<file path="src/rtl/mc_ctrl_pkg.sv">
// Shared definitions for the multi-cycle MIPS control FSM: state codes,
// opcode/funct constants, datapath select encodings and the decode helper.
package mc_ctrl_pkg;

  typedef enum logic [3:0] {
    S_FETCH,
    S_DECODE,
    S_EXEC_R,
    S_EXEC_I,
    S_WB_ALU,
    S_MEM_ADDR,
    S_MEM_RD,
    S_MEM_WB,
    S_MEM_WR,
    S_BRANCH,
    S_JUMP,
    S_JR,
    S_HALT
  } state_e;

  localparam logic [5:0] OP_RTYPE = 6'h00;
  localparam logic [5:0] OP_J     = 6'h02;
  localparam logic [5:0] OP_JAL   = 6'h03;
  localparam logic [5:0] OP_BEQ   = 6'h04;
  localparam logic [5:0] OP_ORI   = 6'h0D;
  localparam logic [5:0] OP_LUI   = 6'h0F;
  localparam logic [5:0] OP_LB    = 6'h20;
  localparam logic [5:0] OP_LW    = 6'h23;
  localparam logic [5:0] OP_SB    = 6'h28;
  localparam logic [5:0] OP_SW    = 6'h2B;

  localparam logic [5:0] FN_NOP  = 6'h00;
  localparam logic [5:0] FN_JR   = 6'h08;
  localparam logic [5:0] FN_ADDU = 6'h21;
  localparam logic [5:0] FN_SUBU = 6'h23;

  localparam logic [4:0] ALU_ADD = 5'd0;
  localparam logic [4:0] ALU_SUB = 5'd1;
  localparam logic [4:0] ALU_OR  = 5'd2;
  localparam logic [4:0] ALU_LUI = 5'd3;

  localparam logic [1:0] EXT_ZERO  = 2'd0;
  localparam logic [1:0] EXT_SIGN  = 2'd1;
  localparam logic [1:0] EXT_UPPER = 2'd2;

  localparam logic [1:0] PCSRC_ALU    = 2'd0;
  localparam logic [1:0] PCSRC_ALUOUT = 2'd1;
  localparam logic [1:0] PCSRC_JUMP   = 2'd2;
  localparam logic [1:0] PCSRC_REG    = 2'd3;

  localparam logic [1:0] RDST_RT = 2'd0;
  localparam logic [1:0] RDST_RD = 2'd1;
  localparam logic [1:0] RDST_RA = 2'd2;

  localparam logic [1:0] M2R_ALU = 2'd0;
  localparam logic [1:0] M2R_MDR = 2'd1;
  localparam logic [1:0] M2R_PC  = 2'd2;

  localparam logic ASRC_PC = 1'b0;
  localparam logic ASRC_A  = 1'b1;

  localparam logic [1:0] BSRC_B      = 2'd0;
  localparam logic [1:0] BSRC_FOUR   = 2'd1;
  localparam logic [1:0] BSRC_IMM    = 2'd2;
  localparam logic [1:0] BSRC_IMM_SH = 2'd3;

  localparam logic [1:0] ERR_NONE    = 2'd0;
  localparam logic [1:0] ERR_ILLEGAL = 2'd1;
  localparam logic [1:0] ERR_TIMEOUT = 2'd2;

  // Successor of DECODE; an unsupported encoding maps to HALT.
  function automatic state_e decode_next(input logic [5:0] op, input logic [5:0] fn);
    state_e nxt;
    nxt = S_HALT;
    case (op)
      OP_RTYPE: begin
        case (fn)
          FN_NOP:           nxt = S_FETCH;
          FN_ADDU, FN_SUBU: nxt = S_EXEC_R;
          FN_JR:            nxt = S_JR;
          default:          nxt = S_HALT;
        endcase
      end
      OP_ORI, OP_LUI:               nxt = S_EXEC_I;
      OP_LW, OP_LB, OP_SW, OP_SB:   nxt = S_MEM_ADDR;
      OP_BEQ:                       nxt = S_BRANCH;
      OP_J, OP_JAL:                 nxt = S_JUMP;
      default:                      nxt = S_HALT;
    endcase
    return nxt;
  endfunction

endpackage

</file>
<file path="src/rtl/mc_mem_wait.sv">
// Memory wait counter: counts consecutive stalled request cycles and flags
// a timeout on the last allowed stall cycle.
module mc_mem_wait #(
  parameter int unsigned TIMEOUT = 16
) (
  input  logic clk,
  input  logic reset,
  input  logic req_i,
  input  logic ready_i,
  input  logic clear_i,
  output logic timeout_o
);

  localparam int unsigned CW = (TIMEOUT > 1) ? $clog2(TIMEOUT) : 1;

  logic [CW-1:0] cnt_q, cnt_d;

  // TIMEOUT of zero disables the limit entirely.
  assign timeout_o = (TIMEOUT != 0) && req_i && !ready_i && (cnt_q == CW'(TIMEOUT - 1));

  always_comb begin
    cnt_d = cnt_q;
    if (clear_i || ready_i || !req_i) begin
      cnt_d = '0;
    end else if ((TIMEOUT != 0) && !timeout_o) begin
      cnt_d = cnt_q + 1'b1;
    end
  end

  always_ff @(posedge clk) begin
    if (!reset) begin
      cnt_q <= '0;
    end else begin
      cnt_q <= cnt_d;
    end
  end

endmodule

</file>
<file path="src/rtl/mc_ctrl.sv">
// Multi-cycle MIPS control FSM: sequences fetch/decode/execute/mem/writeback
// over a shared ALU and unified memory port, halting on illegal ops or timeouts.
module mc_ctrl
  import mc_ctrl_pkg::*;
#(
  parameter int unsigned TIMEOUT = 16
) (
  input  logic       clk,
  input  logic       reset,
  input  logic [5:0] opcode,
  input  logic [5:0] funct,
  input  logic       zero,
  input  logic       mem_ready,
  output logic       mem_req,
  output logic       mem_we,
  output logic       mem_sel_data,
  output logic       mem_byte,
  output logic       ir_write,
  output logic       pc_write,
  output logic [1:0] pc_src,
  output logic       reg_write,
  output logic [1:0] reg_dst,
  output logic [1:0] mem_to_reg,
  output logic       alu_src_a,
  output logic [1:0] alu_src_b,
  output logic [1:0] ext_ctrl,
  output logic [4:0] alu_op,
  output logic       halted,
  output logic [1:0] err_code
);

  state_e     state_q, state_d;
  logic [1:0] err_q, err_d;
  logic       acc_state;
  logic       timeout;
  logic       req_raw, we_raw, irw_raw, pcw_raw, rw_raw;

  assign acc_state = (state_q == S_FETCH) || (state_q == S_MEM_RD) || (state_q == S_MEM_WR);

  mc_mem_wait #(.TIMEOUT(TIMEOUT)) u_wait (
    .clk       (clk),
    .reset     (reset),
    .req_i     (acc_state),
    .ready_i   (mem_ready),
    .clear_i   (!acc_state),
    .timeout_o (timeout)
  );

  always_ff @(posedge clk) begin
    if (!reset) begin
      state_q <= S_FETCH;
      err_q   <= ERR_NONE;
    end else begin
      state_q <= state_d;
      err_q   <= err_d;
    end
  end

  // The first error recorded is kept; later conditions cannot overwrite it.
  always_comb begin
    state_d = state_q;
    err_d   = err_q;
    case (state_q)
      S_FETCH:    if (mem_ready) state_d = S_DECODE;
                  else if (timeout) state_d = S_HALT;
      S_DECODE:   state_d = decode_next(opcode, funct);
      S_EXEC_R,
      S_EXEC_I:   state_d = S_WB_ALU;
      S_MEM_ADDR: state_d = ((opcode == OP_LW) || (opcode == OP_LB)) ? S_MEM_RD : S_MEM_WR;
      S_MEM_RD:   if (mem_ready) state_d = S_MEM_WB;
                  else if (timeout) state_d = S_HALT;
      S_MEM_WR:   if (mem_ready) state_d = S_FETCH;
                  else if (timeout) state_d = S_HALT;
      S_WB_ALU,
      S_MEM_WB,
      S_BRANCH,
      S_JUMP,
      S_JR:       state_d = S_FETCH;
      default:    state_d = S_HALT;
    endcase
    if (err_q == ERR_NONE) begin
      if ((state_q == S_DECODE) && (state_d == S_HALT)) begin
        err_d = ERR_ILLEGAL;
      end else if (timeout) begin
        err_d = ERR_TIMEOUT;
      end
    end
  end

  always_comb begin
    req_raw      = 1'b0;
    we_raw       = 1'b0;
    irw_raw      = 1'b0;
    pcw_raw      = 1'b0;
    rw_raw       = 1'b0;
    mem_sel_data = 1'b0;
    mem_byte     = 1'b0;
    pc_src       = PCSRC_ALU;
    reg_dst      = RDST_RT;
    mem_to_reg   = M2R_ALU;
    alu_src_a    = ASRC_PC;
    alu_src_b    = BSRC_B;
    ext_ctrl     = EXT_ZERO;
    alu_op       = ALU_ADD;
    case (state_q)
      S_FETCH: begin
        req_raw   = 1'b1;
        alu_src_b = BSRC_FOUR;
        irw_raw   = mem_ready;
        pcw_raw   = mem_ready;
      end
      S_DECODE: begin
        alu_src_b = BSRC_IMM_SH;
        ext_ctrl  = EXT_SIGN;
      end
      S_EXEC_R: begin
        alu_src_a = ASRC_A;
        alu_op    = (funct == FN_SUBU) ? ALU_SUB : ALU_ADD;
      end
      S_EXEC_I: begin
        alu_src_a = ASRC_A;
        alu_src_b = BSRC_IMM;
        ext_ctrl  = (opcode == OP_LUI) ? EXT_UPPER : EXT_ZERO;
        alu_op    = (opcode == OP_LUI) ? ALU_LUI : ALU_OR;
      end
      S_WB_ALU: begin
        rw_raw  = 1'b1;
        reg_dst = (opcode == OP_RTYPE) ? RDST_RD : RDST_RT;
      end
      S_MEM_ADDR: begin
        alu_src_a = ASRC_A;
        alu_src_b = BSRC_IMM;
        ext_ctrl  = EXT_SIGN;
      end
      S_MEM_RD: begin
        req_raw      = 1'b1;
        mem_sel_data = 1'b1;
        mem_byte     = (opcode == OP_LB);
      end
      S_MEM_WB: begin
        rw_raw     = 1'b1;
        mem_to_reg = M2R_MDR;
      end
      S_MEM_WR: begin
        req_raw      = 1'b1;
        we_raw       = 1'b1;
        mem_sel_data = 1'b1;
        mem_byte     = (opcode == OP_SB);
      end
      S_BRANCH: begin
        alu_src_a = ASRC_A;
        alu_op    = ALU_SUB;
        pcw_raw   = zero;
        pc_src    = PCSRC_ALUOUT;
      end
      S_JUMP: begin
        pcw_raw = 1'b1;
        pc_src  = PCSRC_JUMP;
        if (opcode == OP_JAL) begin
          rw_raw     = 1'b1;
          reg_dst    = RDST_RA;
          mem_to_reg = M2R_PC;
        end
      end
      S_JR: begin
        pcw_raw = 1'b1;
        pc_src  = PCSRC_REG;
      end
      default: ;
    endcase
  end

  // Strobes are gated by reset so an in-flight access is dropped immediately.
  assign mem_req   = reset & req_raw;
  assign mem_we    = reset & we_raw;
  assign ir_write  = reset & irw_raw;
  assign pc_write  = reset & pcw_raw;
  assign reg_write = reset & rw_raw;
  assign halted    = (state_q == S_HALT);
  assign err_code  = err_q;

endmodule

</file>
<file path="config.mk">
export PLATFORM = sky130hd
export DESIGN_NAME = mc_ctrl
export DESIGN_NICKNAME = d
export VERILOG_FILES = /design/src/rtl/mc_ctrl_pkg.sv /design/src/rtl/mc_mem_wait.sv /design/src/rtl/mc_ctrl.sv
export SDC_FILE = /design/constraint.sdc
export NUM_CORES = 1
export LEC_CHECK = 0
export BUFFER_PORTS_ARGS = -buffer_cell sky130_fd_sc_hd__buf_4
export CAP_MARGIN = 15
export CORE_ASPECT_RATIO = 0.9
export CORE_MARGIN = 5
export CORE_UTILIZATION = 45
export CTS_CLUSTER_SIZE = 30
export DETAILED_ROUTE_END_ITERATION = 6
export PLACE_DENSITY = 0.76
export RECOVER_POWER = 25
export SLEW_MARGIN = 20
export SYNTH_ARGS = -nofsm -noshare
export SYNTH_HDL_FRONTEND = slang
export SYNTH_SLANG_ARGS = --single-unit
</file>
<file path="constraint.sdc">
create_clock -name clk -period 1.5 [get_ports clk]
set_input_delay 0.3 -clock clk [delete_from_list [all_inputs] [get_ports clk]]
set_output_delay 0.3 -clock clk [all_outputs]
set_load 0.01 [all_outputs]
</file>
==> out/metrics.cfg, run 1 <==
[run_status]
status = finished with violations
failed_checks = design-rule violations, negative setup slack

[clock_tree]
cts_buffers = 3
holdBufCountCts = 0
h-tree-depth = 1
cts_tree = done
clkTransAtPathRegs_ps = 80
cts_root_buf = clkbuf_4
clk_latency_ps = 270
clockBufferDepth = 2
cts.sinks = 10

[timing]
setup_slack_ps = -251
rsz0062_at_grt = yes
tns_ps = -3290
fmax_mhz = 571
skew_ps = 12.0
drv_slew = 0
finalHoldViolCount = 0
min_period_over_period_pct = 117
timing.hold.ws_ps = 359
min_period_ps = 1750
setup_viol = 26

[global_route]
grt_max_degree = 12
use_met3_pct = 3.44
track_usage_pct = 25.6
grt_use_met2_pct = 46.0
antenna_found_initial = 0
met1_usage_pct = 29.5
gr-max-usage-layer = met2
grt_pass1_vias = 1572
grt_pass1_wl_um = 7620
grt-ovfl-total = 0

[die]
row_count = 17
core_area_um2 = 2510
die_area_um2 = 3790
fp.dieW_um = 64.4
fp.dieH_um = 58.9
start_util_pct = 47.7
io_pins = 42

[synthesis]
synth_edf_count = 0
synth_xor_area_share_pct = 2.93
synth.yosys.warnings = 0
syn_area_per_cell_um2 = 7.78
synth_area_um2 = 1200
ys_ff_latch = 10
synthFlopType = dfxtp_1
async_flop_share_pct = 0
ys_seq_area_share_pct = 16.7
synth-simple-area-share_pct = 40.1
syn_inst = 154
muxShareOfSynthArea_pct = 1.67
yosys.area_share.adder_pct = 1.04
synth_cell_type_count = 58
synth_top_family_by_area = simple AND/OR/NAND/NOR gates
synth_compound_area_share_pct = 25.4

[pwr]
peakVddDrop_uv = 340
power_frac_clock_pct = 24.5
p_leak_nw = 0.938
pwr-share-comb_pct = 46.6
power.density_nw_per_um2 = 468
p_int_mw = 0.650
p_seq_share_pct = 28.9
p_total_mw = 1.01
sw_frac_of_total_pct = 36.0
netSwitchingPower_mw = 0.365

[detailed_routing]
wl_per_cell_um = 23.2
via_count = 1697
postRouteWirelength_um = 6110
firstDrtPassIters = 7
ant_nets = 0
drc = 2
vias_per_cell = 6.45
first_iter_violations = 207

[worst_setup_path]
reg2reg_from = u_wait.cnt_q[0]
cp.arrival_ps = 1450
r2r-end = err_code[0]
regToRegSetupSlack_ps = -250
r2r_cells = 6
crit_fanout = 9
startpoint_type = register
crit_type = register to primary output
end_kind = primary output
critPathRequiredTime_ps = 1200

[layout]
ff_latch_area_um2 = 218
drive_gt1_share_pct = 65.5
final_common_cell = buf_4
design_area_um2 = 2170
multiInputGateArea_um2 = 1130
finalNetCount = 253
layout_common_cells = 75 x buf_4, 15 x buf_6, 10 x nand2_1
syn_to_final_growth_pct = 81.2
num_antenna_cells = 0
nFillCells = 117

[worst_hold_path]
hp-class = input pin to register
hold_depth = 2
min_from = reset
min_to = err_code[1]

[placed_design]
gp_congestion = 0.882
pre_cts_ws_ps = -198
dp_hpwl_um = 3160
portBuffers = 38
postPlaceCellArea_um2 = 1810

[flow_run]
maxCapViolCount = 0

==> cell type report <==
class                   count  share of cell area [%]
flip-flops and latches     10                    10.0
repair buffers             91                    33.9
clock buffers               4                    1.67
multi-input cells         127                    52.1
well taps                  28                    1.61
inverters                   3                   0.634
==> timing repair <==
| item | 4_1_cts | 5_1_grt |
|---|---|---|
| buffers inserted | 3 | 3 |
| gates cloned | 0 | 0 |
| endpoints found under the setup margin | 29 | 30 |
| resized for setup | 37 | 33 |
| pin swaps | 13 | 12 |
| hold endpoints to repair | 0 | 0 |
==> power by group through the flow <==
stage / combinational, mW / sequential [mW] / clock (mW)
floorplan: 0.206 / 0.292 / 0
global placement: 0.346 / 0.296 / 0
detailed placement: 0.360 / 0.297 / 0
CTS: 0.390 / 0.290 / 0.245
global route: 0.492 / 0.294 / 0.265
finish: 0.473 / 0.293 / 0.248
==> worst max-delay path by stage <==
stage,start,cells past startpoint,to,slack [ps]
3_3_place_gp,funct[0],6,err_code[0],-160
6_report,state_q[2],4,mem_req,-250
5_1_grt,state_q[1],5,mem_byte,-370
3_5_place_dp,state_q[2],5,err_code[0],-200
4_1_cts,state_q[3],4,reg_dst[0],-220
2_1_floorplan,opcode[2],6,err_code[0],-30
==> cell families after synthesis <==
logic type | Yosys count
muxes | 2
AOI/OAI and AO/OA | 39
and+or+nand+nor | 78
buffers and inverters | 19
other | 1
DFF | 10
adders and majority gates | 1
xor gates and xnor gates | 4
==> sequential cells by signal, summed over array words and instances, names as in the netlist <==
| signal | count |
|---|---|
| err_code | 2 |
| state_q | 4 |
| u_wait.cnt_q | 4 |
==> cell usage after synthesis (all sizes together) (2+ instances only) <==
cell | number | area share [%]
mux2i | 2 | 1.7
nor3 | 7 | 3.3
buf | 15 | 11
and4 | 2 | 1.5
nand2b | 4 | 2.7
or3 | 4 | 2.5
nand3b | 4 | 2.5
and2 | 3 | 1.6
and3b | 2 | 1.5
nor2 | 15 | 5.3
a21o | 4 | 2.5
inv | 3 | 0.94
a211oi | 3 | 2.3
a21oi | 7 | 2.9
dfxtp | 10 | 17
a31oi | 2 | 1.0
and3 | 3 | 1.6
o21a | 5 | 3.1
o21bai | 2 | 1.3
xor2 | 2 | 1.5
nand3 | 4 | 1.7
nand2 | 14 | 4.8
o41ai | 3 | 3.4
o21ai | 3 | 1.3
nor4 | 4 | 3.9
xnor2 | 2 | 1.5
or2 | 2 | 1.0
nor2b | 4 | 2.1
nand4b | 2 | 1.5
==> stage by stage <==
| stage | instances | utilization [%] |
|---|---|---|
| final | 263 | 86.4 |
| after global routing | 263 | 86.4 |
| after CTS | 261 | 80.0 |
| after detailed placement | 254 | 72.2 |
| after global placement | 254 | 72.2 |
| after floorplan | 156 | - |
==> per-layer routing <==
metal | wire [um] | part of all wire [%]
met5 | 0 | 0
met4 | 427 | 7.0
met3 | 603 | 9.9
met2 | 2870 | 47
met1 | 2210 | 36
==> worst max-delay path, cell delays in order, from the launching register on <==
cell and delay [ps]:
dfxtp_4 390, or2_2 360, a21oi_4 170, and2_4 160
buf_4 110
Note: power is estimated with default switching activity, not from simulation.
==> run 2: changes to the inputs <==
--- a/config.mk
+++ b/config.mk
@@ -5,11 +5,12 @@
 export SDC_FILE = /design/constraint.sdc
 export NUM_CORES = 1
 export LEC_CHECK = 0
-export BUFFER_PORTS_ARGS = -buffer_cell sky130_fd_sc_hd__buf_4
+export BUFFER_PORTS_ARGS = -buffer_cell sky130_fd_sc_hd__buf_2
 export CAP_MARGIN = 15
 export CORE_ASPECT_RATIO = 0.9
 export CORE_MARGIN = 5
 export CORE_UTILIZATION = 45
+export CTS_BUF_LIST = sky130_fd_sc_hd__clkbuf_8 sky130_fd_sc_hd__clkbuf_16
 export CTS_CLUSTER_SIZE = 30
 export DETAILED_ROUTE_END_ITERATION = 6
 export PLACE_DENSITY = 0.76
==> run 2 against run 1 <==
- the flow finishes with violations (negative setup slack)
- combinational power grew 11%
- critical path depth grew 1
- die area is the same
- design area grew 5.1%
- total power grew 17%
- hold slack gained 60 ps
- routed wire length shrank 3.4%
- fmax shrank 1.8%
- sequential share of layout area shrank 0.48 points
- flip-flop and latch count is the same
- critical path type unchanged
==> out/metrics.cfg, run 2 (synthesis gave the netlist of run 1 again) <==
[run_status]
status = finished with violations
failed_checks = negative setup slack

[layout]
stdcell_count = 278  ; +5.7%
final_common_cell = buf_4
finalNetCount = 268  ; +5.9%
ff_latch_area_um2 = 218  ; unchanged
syn_to_final_growth_pct = 90.4
drive_gt1_share_pct = 69.6  ; +4.1 points
nFillCells = 108  ; -7.7%
design_area_um2 = 2280  ; +5.1%
multiInputGateArea_um2 = 1160  ; +2.8%
num_antenna_cells = 0  ; unchanged
layout_common_cells = 56 x buf_4, 28 x buf_2, 20 x buf_6

[timing]
drv_slew = 0  ; unchanged
min_period_ps = 1780  ; +32.0 ps
finalHoldViolCount = 0  ; unchanged
rsz0062_at_grt = yes
min_period_over_period_pct = 119  ; +2.1 points
setup_slack_ps = -283  ; -32.0 ps
fmax_mhz = 561  ; -1.8%
setup_viol = 22  ; -15%
skew_ps = 8.17  ; -3.78 ps

[detailed_routing]
wl_met2_um = 2700  ; -6.1%
drc = 0  ; -2
vias_per_cell = 6.28  ; -2.6%
first_iter_violations = 193  ; -6.8%
ant_nets = 0  ; unchanged
wl_per_cell_um = 21.2  ; -8.6%
drt-met1-wl_um = 2240  ; +1.2%
routed-wl-met3_um = 670  ; +11%
firstDrtPassIters = 5  ; -2
postRouteWirelength_um = 5900  ; -3.4%
maxUsedRoutingLayer = met4
via_count = 1747  ; +2.9%

[die]
core_area_um2 = 2510  ; unchanged
row_count = 17  ; unchanged
io_pins = 42  ; unchanged
start_util_pct = 47.7  ; unchanged
fp.dieH_um = 58.9  ; unchanged
fp.dieW_um = 64.4  ; unchanged
die_area_um2 = 3790  ; unchanged

[pwr]
p_leak_nw = 1.04  ; +11%
peakVddDrop_uv = 551  ; +62%
power.density_nw_per_um2 = 521  ; +11%

[worst_setup_path]
startpoint_type = register
critPathRequiredTime_ps = 1200  ; about the same
reg2reg_from = u_wait.cnt_q[1]
crit_type = register to primary output
cp-startpoint = state_q[3]
regToRegSetupSlack_ps = -180  ; +70 ps
end_kind = primary output
cp.arrival_ps = 1480  ; +30 ps
crit_fanout = 6  ; -3

[worst_hold_path]
min_from = reset
hp-class = input pin to register

[placed_design]
postPlaceCellArea_um2 = 1720  ; -5.2%
dp_hpwl_um = 3150  ; -0.19%
portBuffers = 38  ; unchanged
dp.cells = 254  ; unchanged
gp_congestion = 0.926  ; +5.0%

[clock_tree]
clkTransAtPathRegs_ps = 60  ; -20 ps
clk_latency_ps = 250  ; -20 ps
cts_root_buf = clkbuf_8
holdBufCountCts = 0  ; unchanged
cts_buffers = 3  ; unchanged
cts.sinks = 10  ; unchanged
clockBufferDepth = 2  ; unchanged
cts_tree = done
h-tree-depth = 1  ; unchanged

[global_route]
track_usage_pct = 25.7  ; +0.10 points
grt_pass1_wl_um = 7730  ; +1.5%
grt_pass1_vias = 1671  ; +6.3%
grt_max_degree = 12  ; unchanged
antenna_found_initial = 0  ; unchanged
grt-ovfl-total = 0  ; unchanged

[flow_run]
maxCapViolCount = 0  ; unchanged

[run 2: cell count changes in the layout (fill, tap and decap cells not counted), sizes merged]
cell and delta:
clkbuf +1, buf +14
[run 2: power by group]
group / internal (mW) / switching, mW / leakage [nW]
Clock: 0.233 / 0.138 / 0.0288
Sequential: 0.274 / 0.0189 / 0.0850
Combinational: 0.265 / 0.260 / 0.927
[run 2: final timing paths]
check,end,cells after the start
setup / recovery,mem_byte,5
hold / removal,state_q[2],3
setup reg to reg,err_code[0],6
hold reg to reg,err_code[0],1
[run 2: repair_timing]
| item | CTS | global route |
|---|---|---|
| hold endpoints to repair | 0 | 0 |
| endpoints found under the setup margin | 28 | 28 |
| pin swaps | 18 | 18 |
| gates resized for setup | 42 | 44 |
| setup buffers | 8 | 16 |
[run 2: cell type report]
cell class | count | share of cell area, %
Tap cell | 28 | 1.54
Clock buffer | 4 | 2.41
Sequential cell | 10 | 9.55
Timing Repair Buffer | 106 | 34.8
Multi-Input combinational cell | 127 | 51.0
Inverter | 3 | 0.714
[run 2: metal layers]
layer | up-vias | GRT usage [%]
li1 | 748 | -
met1 | 808 | 29.4
met2 | 154 | 49.1
met3 | 37 | 3.44
met4 | 0 | 8.43
met5 | - | 0
[run 2: critical path: stages, from the launching register on]
cell,delay [ps]
dfxtp_4,370
nand3b_1,240
nor2_1,140
a31oi_1,60
nor4_2,260
buf_2,170
[run 2: metrics by stage]
step                      setup WS (ps)  TNS [ps]  utilization, %  power (mW)  hold WS [ps]
after floorplan                   -29.9     -29.9               -       0.499           497
after global placement             -159     -1160            68.4       0.623           486
after detailed placement           -249     -1840            68.4       0.637           490
after CTS                          -193     -1510            79.7        1.03           405
after global routing               -312     -4030            90.8        1.22           429
final                              -283     -3100            90.8        1.19           419
